<file path="config.mk">
export PLATFORM = sky130hd
export DESIGN_NAME = scl180_sparecell_bank
export DESIGN_NICKNAME = d
export VERILOG_FILES = /design/src/rtl/scl180_sparecell_bank.sv
export SDC_FILE = /design/constraint.sdc
export NUM_CORES = 1
export LEC_CHECK = 0
export ABC_CLOCK_PERIOD_IN_PS = 1250
export CORE_MARGIN = 3
export CORE_UTILIZATION = 51
export CTS_CLUSTER_DIAMETER = 40
export DETAILED_ROUTE_END_ITERATION = 8
export PLACE_DENSITY_LB_ADDON = 0.1
export SYNTH_ARGS = -nofsm -noshare
export SYNTH_HDL_FRONTEND = slang
export SYNTH_SLANG_ARGS = --single-unit
</file>
<file path="constraint.sdc">
create_clock -name clock -period 1.25 [get_ports clock]
set_input_delay 0.125 -clock clock [delete_from_list [all_inputs] [get_ports clock]]
set_output_delay 0.125 -clock clock [all_outputs]
set_load 0.05 [all_outputs]
</file>
<file path="src/rtl/scl180_sparecell_bank.sv">
// Spare-cell bank: NUM_CH tie-lo/tie-hi channels plus one mode-configurable spare flop each.
// Optional 16-bit MISR over spare_q when SPARECELL_SIGNATURE_EN is defined.
module scl180_sparecell_bank #(
    parameter int unsigned NUM_CH = 4
) (
    input  logic              clock,
    input  logic              resetb,
    input  logic              cfg_sdi,
    input  logic              cfg_shift,
    input  logic              cfg_update,
    output logic              cfg_sdo,
    input  logic [NUM_CH-1:0] eco_in,
    output logic [NUM_CH-1:0] lo,
    output logic [NUM_CH-1:0] hi,
`ifdef SPARECELL_SIGNATURE_EN
    output logic [NUM_CH-1:0] spare_q,
    output logic [15:0]       sig
`else
    output logic [NUM_CH-1:0] spare_q
`endif
);

    localparam int unsigned MODE_W = 2;
    localparam int unsigned SR_W   = MODE_W * NUM_CH;

    localparam logic [1:0] MODE_TIE    = 2'b00;
    localparam logic [1:0] MODE_HOLD   = 2'b01;
    localparam logic [1:0] MODE_ECO    = 2'b10;
    localparam logic [1:0] MODE_TOGGLE = 2'b11;

    logic [SR_W-1:0]   sr_q;
    logic [SR_W-1:0]   sr_d;
    logic [SR_W-1:0]   cfg_q;
    logic [SR_W-1:0]   cfg_d;
    logic [NUM_CH-1:0] spare_d;

    assign lo      = '0;
    assign hi      = '1;
    // Chain output comes straight from the register so banks can be daisy-chained safely.
    assign cfg_sdo = sr_q[SR_W-1];

    always_comb begin
        sr_d  = cfg_shift ? {sr_q[SR_W-2:0], cfg_sdi} : sr_q;
        // Update samples the pre-edge chain, so a same-cycle shift never leaks in.
        cfg_d = cfg_update ? sr_q : cfg_q;
    end

    always_comb begin
        spare_d = spare_q;
        for (int unsigned i = 0; i < NUM_CH; i++) begin
            unique case (cfg_q[MODE_W*i +: MODE_W])
                MODE_TIE:    spare_d[i] = 1'b0;
                MODE_HOLD:   spare_d[i] = spare_q[i];
                MODE_ECO:    spare_d[i] = eco_in[i];
                MODE_TOGGLE: spare_d[i] = ~spare_q[i];
            endcase
        end
    end

    always_ff @(posedge clock or negedge resetb) begin
        if (!resetb) begin
            sr_q    <= '0;
            cfg_q   <= '0;
            spare_q <= '0;
        end else begin
            sr_q    <= sr_d;
            cfg_q   <= cfg_d;
            spare_q <= spare_d;
        end
    end

`ifdef SPARECELL_SIGNATURE_EN
    logic [15:0] sig_d;

    // CRC-16-CCITT style MISR (x^16+x^12+x^5+1) compacting the pre-edge spare_q.
    always_comb begin
        sig_d = ({sig[14:0], 1'b0} ^ (sig[15] ? 16'h1021 : 16'h0000)) ^ 16'(spare_q);
    end

    always_ff @(posedge clock or negedge resetb) begin
        if (!resetb) begin
            sig <= 16'h0000;
        end else begin
            sig <= sig_d;
        end
    end
`endif

endmodule

</file>
==> summary.md <==
| Metric | Value |
|---|---|
| Buf/Inv on CP | `1` |
| Sequential cell area fraction in the yosys report | `53.76%` |
| WL/cell | `12.90 µm` |
| Leak | `0.5535 nW` |
| Max Fclk | `0.9646 GHz` |
| Gr usage total | `14.46%` |
| Post-Synth XOR/XNOR Area | `0.9409%` |
| Crit-path cells | `buf_12` |
| Largest net degree at the start of global routing | `21` |
| Routed WL | `1393 µm` |
| RSZ-0062 raised after global routing | `no` |
| Power consumption | `2.411 mW` |
| Final net count | `94` |
| CP Launch Type | `register` |
| Chip height | `48.73 µm` |
| Synth Area in Simple Gates | `6.048%` |
| Max Cap Viol | `0` |
| Final instance area | `1160 µm²` |
| Clock sink count | `20` |
| N_diodes | `0` |
| Final hold violations | `0` |
| CP Max Fanout | `3` |
| Slew Viols, Final | `0` |
| Mux contribution to synthesized area | `25.81%` |
| Worst setup EP type | `output port` |
| Slowest stage cell, crit path | `dfrtp_1` |
| Most common cell after layout, fill and taps aside | `dfrtp_1` |
| Post-place instance area | `1124 µm²` |
| CTS H-tree depth | `1` |
| Final Non-Filler Cells | `108` |
| Drt initial violations | `6` |
| Adder-cell area share of the yosys netlist | `0%` |
| #FFs+latches synth | `20` |
| First-pass DRT Iterations | `2` |
| Most frequent cells in the layout | `dfrtp_1, mux2_4, conb_1, clkdlybuf4s50_1` |
| Row cnt | `14` |
| Final ANT Viol Nets | `0` |
| Yosys warns | `0` |
| Status | `complete, no violations` |
| Placed Cells | `104` |
| Synthesized area | `930.9 µm²` |
| Worst setup path category | `reg2out` |
| Peak VDD IR | `1.323 mV` |
| Initial Util | `57.76%` |
| Final Cycle Share | `82.93%` |
| Core ar. | `1612 µm²` |
| Top delay family on crit path | `flip-flops` |
| Req. time, crit path | `1.12 ns` |
| Via density | `4.778` |
| PwrDens | `2079 nW/µm²` |
| Synth Instances | `67` |
| Placer Congestion | `0.6544` |
| Number of global-route vias before repair | `596` |
| Hold crit path type | `in2async` |
| CP max stage delay | `0.44 ns` |
| CTS tree | `done` |
| Mean Syn Cell Area | `13.89 µm²` |
| Final Critical Period | `1.037 ns` |
| IO Port Bufs | `13` |
| Cell count of the worst reg-to-reg path | `3` |
| Drc violations | `0` |
| Num CTS Buffers | `3` |
| Initial antenna violation count | `0` |
| Die area | `2374 µm²` |
| Setup TNS | `0 ns` |
| Post-CTS Setup Bufs | `0` |
| First-pass GRT wire length | `2622 µm` |
| Final global-route overflow total | `0` |
| Worst Skew | `0.003101 ns` |
| Vias | `516` |
| Largest family of logic cells by synthesized area | `multiplexers` |
| R2r setup slk | `0.34 ns` |
| Post-DP HPWL | `1064 µm` |
| Clock root buffer | `clkbuf_4` |
| CTS max path bufs | `2` |
| IO Pins | `22` |
| Cell variety after synth | `10` |
| Share of cells above drive strength 1 | `34.52%` |
| Count of hold-fix buffers inserted at cts | `0` |
| Final setup fails | `0` |
| Clock latency on the worst-skew pair | `0.30 ns` |
| Die Width | `48.73 µm` |
| Synth Area in Compound Gates | `3.763%` |
| Cell depth of the worst setup path | `1` |
| Post-CTS sizing | `0` |
| Worst-path clk slew | `0.11 ns` |
| Area Overhead vs Synth | `24.60%` |
| Crit path arrival time | `0.91 ns` |
-- final cells by class --
| class | count | area, µm² |
|---|---|---|
| well taps | 24 | 30.03 |
| repair buffers | 17 | 222.7 |
| multi-input cells | 43 | 370.4 |
| flip-flops and latches | 20 | 500.5 |
| clock buffers | 4 | 36.28 |
| fillers | 119 | 451.7 |
-- Yosys cell counts (all sizes together) --
cell   count  share of area (%)
buf       10                8.9
mux2      16                 26
xor2       1               0.94
dfrtp     20                 54
o21ai      7                3.8
nand2      5                2.0
nor2b      6                4.0
conb       2               0.81
-- per-layer routing --
metal,up-vias,track usage (%),wire (µm)
met5,-,0,0
met4,0,7.109,30
met3,5,4.601,81
met2,17,23.08,669
met1,254,17.60,612
li1,240,-,-
-- registers in the layout, indices dropped and copies added, names as in the netlist --
name / cells
cfg_q: 8
sr_q: 8
spare_q: 4
-- cells by family after synthesis --
kind of cell | after synthesis
and+or+nand+nor | 11
other | 2
DFF | 20
buffers and inverters | 10
AOI/OAI and AO/OA | 7
xor gates and xnor gates | 1
muxes | 16
-- through the flow --
stage | hold slack, ns | worst slack [ns] | utilization (%)
after floorplan | -0.1706 | 0.2274 | -
after global placement | 0.4664 | 0.05801 | 69.72
after detailed placement | 0.4733 | 0.04472 | 69.72
after CTS | 0.1475 | 0.2001 | 71.97
after global routing | 0.1706 | 0.1678 | 71.97
final | 0.1449 | 0.2134 | 71.97
-- power by group --
part	internal (mW)	switching [mW]	total [mW]
Sequential	0.850	0.215	1.06
Combinational	0.545	0.436	0.980
Clock	0.178	0.188	0.366
-- path summary, 6_finish.rpt --
check | startpoint | endpoint
max in group asynchronous | resetb | spare_q[2]
worst max register to register | cfg_q[6] | spare_q[3]
worst min register to register | cfg_q[1] | spare_q[0]
min in group clock | eco_in[1] | spare_q[1]
worst max-delay path | sr_q[7] | cfg_sdo
worst min-delay path | resetb | spare_q[0]
Power figures use the tool's default switching activity.
